## src/rtl/jamma_input_scanner.sv

```systemverilog
// jamma_input_scanner: time-multiplexed two-player JAMMA joystick scanner with
// per-player debounce, on-board joystick merge into player 1, and coin stretch.
module jamma_input_scanner #(
    parameter int unsigned SETTLE     = 4,
    parameter int unsigned DB_SAMPLES = 2,
    parameter int unsigned COIN_HOLD  = 16
) (
    input  logic       pclk_i,
    input  logic       reset_i,
    input  logic [7:0] jjoy_i,
    input  logic [1:0] jcoin_i,
    input  logic [5:0] local_joy_i,
    output logic       jselect_o,
    output logic [7:0] joy1_o,
    output logic [7:0] joy2_o,
    output logic [1:0] coin_o,
    output logic [1:0] sample_stb_o
);

    localparam int unsigned CNT_W  = (SETTLE > 1) ? $clog2(SETTLE) : 1;
    localparam int unsigned HOLD_W = $clog2(COIN_HOLD + 1);

    localparam logic [CNT_W-1:0]  SETTLE_LAST = CNT_W'(SETTLE - 1);
    localparam logic [2:0]        DB_MAX      = 3'(DB_SAMPLES);
    localparam logic [HOLD_W-1:0] HOLD_LOAD   = HOLD_W'(COIN_HOLD);

    typedef enum logic [1:0] {
        S1_SETTLE,
        S1_SAMPLE,
        S2_SETTLE,
        S2_SAMPLE
    } state_t;

    // Synchroniser and edge-detect registers
    logic [7:0] jjoy_s1_q, jjoy_s2_q;
    logic [5:0] local_s1_q, local_s2_q;
    logic [1:0] jcoin_s1_q, jcoin_s2_q, jcoin_prev_q;

    // Scan FSM
    state_t           state_q, state_d;
    logic [CNT_W-1:0] cnt_q, cnt_d;
    logic             jselect_q, jselect_d;
    logic [1:0]       stb_q, stb_d;

    // Debounce, index 0 = player 1, index 1 = player 2
    logic [7:0] sample_c [2];
    logic       take_c   [2];
    logic [7:0] cand_q   [2];
    logic [7:0] cand_d   [2];
    logic [2:0] agree_q  [2];
    logic [2:0] agree_d  [2];
    logic [7:0] joy_q    [2];
    logic [7:0] joy_d    [2];

    // Coin stretch
    logic [HOLD_W-1:0] hold_q [2];
    logic [HOLD_W-1:0] hold_d [2];
    logic [1:0]        coin_q, coin_d;

    // Two-flop synchronisers (idle-high) plus previous coin level for edge detect
    always_ff @(posedge pclk_i) begin
        if (reset_i) begin
            jjoy_s1_q    <= '1;
            jjoy_s2_q    <= '1;
            local_s1_q   <= '1;
            local_s2_q   <= '1;
            jcoin_s1_q   <= '1;
            jcoin_s2_q   <= '1;
            jcoin_prev_q <= '1;
        end else begin
            jjoy_s1_q    <= jjoy_i;
            jjoy_s2_q    <= jjoy_s1_q;
            local_s1_q   <= local_joy_i;
            local_s2_q   <= local_s1_q;
            jcoin_s1_q   <= jcoin_i;
            jcoin_s2_q   <= jcoin_s1_q;
            jcoin_prev_q <= jcoin_s2_q;
        end
    end

    // Scan state register, select line and commit strobes
    always_ff @(posedge pclk_i) begin
        if (reset_i) begin
            state_q   <= S1_SETTLE;
            cnt_q     <= '0;
            jselect_q <= 1'b0;
            stb_q     <= 2'b00;
        end else begin
            state_q   <= state_d;
            cnt_q     <= cnt_d;
            jselect_q <= jselect_d;
            stb_q     <= stb_d;
        end
    end

    // Scan next-state: settle for SETTLE cycles, then sample for one cycle
    always_comb begin
        state_d = state_q;
        cnt_d   = cnt_q;
        case (state_q)
            S1_SETTLE: begin
                if (cnt_q == SETTLE_LAST) begin
                    state_d = S1_SAMPLE;
                    cnt_d   = '0;
                end else begin
                    cnt_d = cnt_q + CNT_W'(1);
                end
            end
            S1_SAMPLE: begin
                state_d = S2_SETTLE;
                cnt_d   = '0;
            end
            S2_SETTLE: begin
                if (cnt_q == SETTLE_LAST) begin
                    state_d = S2_SAMPLE;
                    cnt_d   = '0;
                end else begin
                    cnt_d = cnt_q + CNT_W'(1);
                end
            end
            S2_SAMPLE: begin
                state_d = S1_SETTLE;
                cnt_d   = '0;
            end
            default: begin
                state_d = S1_SETTLE;
                cnt_d   = '0;
            end
        endcase
        // Select tracks the upcoming state so it is high exactly during S2_*
        jselect_d = (state_d == S2_SETTLE) || (state_d == S2_SAMPLE);
        stb_d     = {state_q == S2_SAMPLE, state_q == S1_SAMPLE};
    end

    // Per-player sample source and sample enable
    always_comb begin
        sample_c[0] = jjoy_s2_q & {2'b11, local_s2_q};
        sample_c[1] = jjoy_s2_q;
        take_c[0]   = (state_q == S1_SAMPLE);
        take_c[1]   = (state_q == S2_SAMPLE);
    end

    // Debounce: commit once DB_SAMPLES consecutive samples agree
    always_comb begin
        for (int p = 0; p < 2; p++) begin
            cand_d[p]  = cand_q[p];
            agree_d[p] = agree_q[p];
            joy_d[p]   = joy_q[p];
            if (take_c[p]) begin
                if (sample_c[p] == cand_q[p]) begin
                    if (agree_q[p] != DB_MAX) begin
                        agree_d[p] = agree_q[p] + 3'd1;
                    end
                end else begin
                    cand_d[p]  = sample_c[p];
                    agree_d[p] = 3'd1;
                end
                if (agree_d[p] == DB_MAX) begin
                    joy_d[p] = cand_d[p];
                end
            end
        end
    end

    // Debounce registers
    always_ff @(posedge pclk_i) begin
        if (reset_i) begin
            for (int p = 0; p < 2; p++) begin
                cand_q[p]  <= 8'hFF;
                agree_q[p] <= 3'd0;
                joy_q[p]   <= 8'hFF;
            end
        end else begin
            for (int p = 0; p < 2; p++) begin
                cand_q[p]  <= cand_d[p];
                agree_q[p] <= agree_d[p];
                joy_q[p]   <= joy_d[p];
            end
        end
    end

    // Coin stretch: falling edge (re)loads the hold, output uses the next count
    always_comb begin
        for (int b = 0; b < 2; b++) begin
            if (jcoin_prev_q[b] && !jcoin_s2_q[b]) begin
                hold_d[b] = HOLD_LOAD;
            end else if (hold_q[b] != '0) begin
                hold_d[b] = hold_q[b] - HOLD_W'(1);
            end else begin
                hold_d[b] = '0;
            end
            coin_d[b] = (hold_d[b] == '0) && jcoin_s2_q[b];
        end
    end

    // Coin hold counters and registered coin output
    always_ff @(posedge pclk_i) begin
        if (reset_i) begin
            for (int b = 0; b < 2; b++) begin
                hold_q[b] <= '0;
            end
            coin_q <= 2'b11;
        end else begin
            for (int b = 0; b < 2; b++) begin
                hold_q[b] <= hold_d[b];
            end
            coin_q <= coin_d;
        end
    end

    assign jselect_o    = jselect_q;
    assign joy1_o       = joy_q[0];
    assign joy2_o       = joy_q[1];
    assign coin_o       = coin_q;
    assign sample_stb_o = stb_q;

endmodule
```

## config.mk

```make
export PLATFORM = sky130hd
export DESIGN_NAME = jamma_input_scanner
export DESIGN_NICKNAME = d
export VERILOG_FILES = /design/src/rtl/jamma_input_scanner.sv
export SDC_FILE = /design/constraint.sdc
export NUM_CORES = 1
export LEC_CHECK = 0
export BUFFER_PORTS_ARGS = -buffer_cell sky130_fd_sc_hd__buf_2
export CAP_MARGIN = 20
export CORE_ASPECT_RATIO = 0.8
export CORE_MARGIN = 4
export CORE_UTILIZATION = 30
export CTS_CLUSTER_DIAMETER = 60
export DETAILED_ROUTE_END_ITERATION = 8
export SYNTH_ARGS = -nofsm -noshare
export SYNTH_HDL_FRONTEND = slang
export SYNTH_SLANG_ARGS = --single-unit
```

## constraint.sdc

```tcl
create_clock -name pclk_i -period 3.3 [get_ports pclk_i]
set_input_delay 0.99 -clock pclk_i [delete_from_list [all_inputs] [get_ports pclk_i]]
set_output_delay 0.99 -clock pclk_i [all_outputs]
set_load 0.02 [all_outputs]
```

* After elaboration in Yosys (flattened, before gate mapping)
Memories as Yosys holds them, arrays and structs flattened.
Cells that the tools add are included.
** Word-level totals
- Flip-flop bits (word level) :: 43
- Bits in writable memories :: 48
- Memories kept :: 4
** Memories
- cand_q :: depth 2, width 8, rd ports 2, clocked after Yosys merged registers in 0, write ports 2, line 48 : logic [7:0] cand_q [2];
- joy_q :: depth 2, width 8, rd ports 2, clocked after Yosys merged registers in 0, write ports 2, line 52 : logic [7:0] joy_q [2];
- hold_q :: depth 2, width 5, rd ports 2, clocked after Yosys merged registers in 0, write ports 2, line 56 : logic [HOLD_W-1:0] hold_q [2];
- agree_q :: depth 2, width 3, rd ports 2, clocked after Yosys merged registers in 0, write ports 2, line 50 : logic [2:0] agree_q [2];
** Cells by class
- Add/subtract/negate cells :: 5
- Eq/ne operators :: 12
- Mux-type cells :: 36
- Bitwise logic cells :: 9
- Reductions and logical operators :: 14
** Operator list (number)
- $mux 8 :: 12
- $mux 3 :: 10
- $mux 5 :: 6
- $eq 8x8->1 :: 2
- $eq 2x2->1 const B :: 5
- $logic_not 5->1 :: 2
- $reduce_bool 5->1 :: 2
- $sub 5x1->5 const B :: 2
- $and 8x8->8 :: 1
- $or 1x1->1 :: 8
- $pmux 2 s4 :: 1
- $add 3x1->3 const B :: 2
- $eq 3x2->1 const B :: 2
- $mux 2 :: 3
- $ne 3x2->1 const B :: 2
- $logic_and 1x1->1 :: 4
- $pmux 2 s2 :: 1
- $reduce_or 2->1 :: 2
- $mux 1 :: 3
- $add 2x1->2 const B :: 1
- $eq 2x1->1 const B :: 1
- $logic_not 1->1 :: 2
- $logic_not 2->1 :: 1
- $logic_or 1x1->1 :: 1

* Logic depth before layout (Yosys ltp)
- Depth in word-level cells :: 8
- Gate-level depth with buffers :: 8
- Depth with buffers taken out :: 7

* Least setup slack after synthesis
OpenSTA, ideal clock, no wires.
- Path kind :: flip-flop to flip-flop
- Start point :: memory agree_q[0][0]
- End point :: memory joy_q[0][5]
- Arrival :: 1.763 ns
- Data required time :: 3.157 ns
- Slack :: 1.394 ns
- Cell stages (with the launch flop) :: 9
- Path buffers :: 1
- Period minus slack after synthesis :: 1.906 ns
- Cell sequence :: dfxtp_1 -> inv_1 -> ha_1 -> or3_1 -> a211oi_1 -> o21ai_0 -> clkbuf_1 -> o21ai_0 -> o311ai_1
** RTL lines (line)
- start, declared :: 50
- end, declared :: 52

==> results.json <==
{
  "ys_ff_latch": 90,
  "place.gp.congestion": 0.7871,
  "path_cells": "inv_1 -> ha_1 -> or3_1 -> a211oi_1 -> o21ai_0 -> clkbuf_4 -> o21ai_0 -> o311ai_1",
  "power.density_nw_per_um2": 647.6,
  "worstSetupEndpointType": "flip-flop",
  "status": "complete, no violations",
  "placed_area_um2": 3740,
  "cpPeakStageDelay_ps": 380,
  "cts_setup_buffers": 0,
  "fin_tns_setup_ps": 0,
  "synth-edff-count": 0,
  "min_period_over_period_pct": 66.66,
  "htree_levels": 3,
  "numCtsBuffers": 9,
  "ios": 39,
  "relSlewSlack_pct": 47.62,
  "antenna_left": 0,
  "fmax_ghz": 0.4546,
  "final_area_um2": 4063,
  "vias": 2405,
  "period_needed_ps": 2200,
  "antenna_cells": 0,
  "critPathLaunchType": "flip-flop",
  "cp_common_cell": "o21ai_0",
  "grt_start_max_net_pins": 67,
  "yosysTopAreaCell": "dfxtp_1",
  "cts_resized": 0,
  "die_x_um": 127.7,
  "max_cap_viol_count": 0,
  "clk_pin_slew_worst_paths_ps": 70,
  "critPathMaxFanout": 12,
  "finClkSkew_ps": 5.553,
  "die_area_um2": 13250,
  "nets": 424,
  "cts_buffer_depth": 2,
  "avgSynthCellArea_um2": 9.551,
  "hpwl_mm": 4.613,
  "fp-row-count": 34,
  "dieHeight_um": 103.8,
  "synth.area.top_cells": "dfxtp_1 (52%), or2_2 (6.2%), mux2i_1 (5.8%)",
  "crit_slowest_cell": "dfxtp_1",
  "cts-root-buf": "clkbuf_16",
  "core_um2": 11020,
  "synth.distinct_cells": 40,
  "yosys.area.top_type_share_pct": 52.40,
  "syn2layout_area_growth_pct": 18.16,
  "async_reset_ff_share_pct": 0,
  "dr.pass1.iters": 4,
  "grt_usage_pct": 10.05,
  "wl_per_cell_um": 11.71,
  "rsz0062_at_grt": "no",
  "vias_per_cell": 4.421,
  "antenna_found_initial": 0,
  "post-route-util_pct": 36.87,
  "syn_inst": 360,
  "yosysWarnings": 0,
  "drive_above_1_share_pct": 23.25,
  "finalPower_mw": 2.631,
  "finalSetupViolations": 0,
  "finalWirelength_mm": 6.371,
  "synth-seq-area-share_pct": 52.40,
  "grt_pass1_vias": 2345,
  "worstSetupPathType": "flip-flop to flip-flop",
  "synth_area_um2": 3438,
  "path_delay_family": "compound AO/OA/AOI/OAI gates",
  "ys.flop_type": "dfxtp_1",
  "yosysMostFrequentCell": "dfxtp_1",
  "worst_ep_required_time_ps": 3470,
  "critPathBufInv": 2,
  "worst_pin_slew_ps": 785.7,
  "drtIter0Drc": 62,
  "tritoncts": "built",
  "clkLatencyLatePin_ps": 330,
  "whs_ps": 408.9,
  "critical_path_arrival_ps": 2370,
  "overflow": 0,
  "initial_utilization_pct": 31.21,
  "grt_pass1_wl_mm": 10.87,
  "hp-class": "flip-flop to flip-flop",
  "synth_fp_nets": 389,
  "synthTopCellsByCount": "dfxtp_1 (90), nor2_1 (40), nand2_1 (34), or2_2 (34), mux2i_1 (20)",
  "portBuffers": 38,
  "peakVddDrop_mv": 0.3282,
  "hold_viol_final": 0,
  "postCtsHoldBufs": 0,
  "cts_sinks": 90,
  "p_leak_nw": 1.582,
  "finalMaxSlewViolations": 0,
  "drc": 0
}
cells in the final DEF, fill, tap and decap left out, types with 2 or more instances in the layout:
cell        n
and3_1      5
o22ai_1     3
buf_2      38
nand4_1     3
xnor2_1    15
nor3_1      4
nand3_1     6
dfxtp_1    90
a21oi_1    13
inv_8       3
or2_2      34
nand2b_1    4
ha_1       11
inv_6       3
a211oi_1    2
mux2i_1    20
o311ai_1    6
nor2b_1     7
inv_1      10
nor2_1     40
o21ai_0    19
clkbuf_16   9
buf_4       2
o31ai_1     2
nand2_1    34
worst paths after layout:
| path | start | to | slack [ps] | cells past startpoint |
|---|---|---|---|---|
| setup reg to reg | agree_q[0][0]$_SDFFE_PP0P_ | joy_q[0][1]$_SDFFE_PP1P_ | 1100 | 8 |
| hold reg to reg | local_s1_q[1]$_SDFF_PP1_ | local_s2_q[1]$_SDFF_PP1_ | 410 | 1 |
| setup / recovery | agree_q[0][0]$_SDFFE_PP0P_ | joy_q[0][1]$_SDFFE_PP1P_ | 1100 | 8 |
| hold / removal | local_s1_q[1]$_SDFF_PP1_ | local_s2_q[1]$_SDFF_PP1_ | 410 | 1 |
area by class of cell:
type / instances / area, um2
Timing Repair Buffer: 41 / 212.7
Multi-Input combinational cell: 243 / 1515
Clock inverter: 7 / 90.09
Clock buffer: 9 / 225.2
Tap cell: 144 / 180.2
Sequential cell: 90 / 1802
Fill cell: 1070 / 6955
Inverter: 10 / 37.54
sequential cells by signal, indices dropped and copies added, names as in the netlist, 6 cells and up:
name and count:
cand_q 16, joy_q 16, hold_q 10, jjoy_s1_q 8, jjoy_s2_q 8, agree_q 6
local_s1_q 6, local_s2_q 6
where the power goes:
| part | total [mW] | switching, mW | leakage [nW] | internal, mW |
|---|---|---|---|---|
| registers | 1.22 | 0.0559 | 0.738 | 1.17 |
| clock network | 1.06 | 0.446 | 0.157 | 0.611 |
| logic | 0.351 | 0.196 | 0.687 | 0.155 |
| total | 2.63 | 0.698 | 1.58 | 1.93 |
worst register-to-register path, delay by kind of cell (launching register included):
kind,cells,cell delay [ps]
flops,1,380
simple gates,1,360
fa+ha+maj,1,230
buf+inv,2,360
compound gates,4,700
metrics by stage:
step	setup slack [ps]	std cells
floorplan	1394	360
global placement	1055	527
detailed placement	905.7	527
CTS	877.8	543
global route	951.2	544
finish	1100	544
routing by layer:
metal	global-route usage [%]	part of all wire, %	up-vias
li1	-	-	1278
met1	12.89	49	1087
met2	16.38	47	36
met3	2.778	3.4	4
met4	3.182	0.78	0
met5	0	0	-
logic make-up (layout without fill, tap and decap cells):
kind of cell               count (synthesis)  after routing  synth area share [%]
muxes                                     20             20                 5.822
AOI/OAI and AO/OA                         50             50                 8.843
and+or+nand+nor                          147            147                 21.58
xor gates and xnor gates                  15             15                 3.821
adders and majority gates                 11             11                 4.003
buffers and inverters                     27             67                 3.530
DFF                                       90             90                 52.40
(Power assumes the default switching activity.)
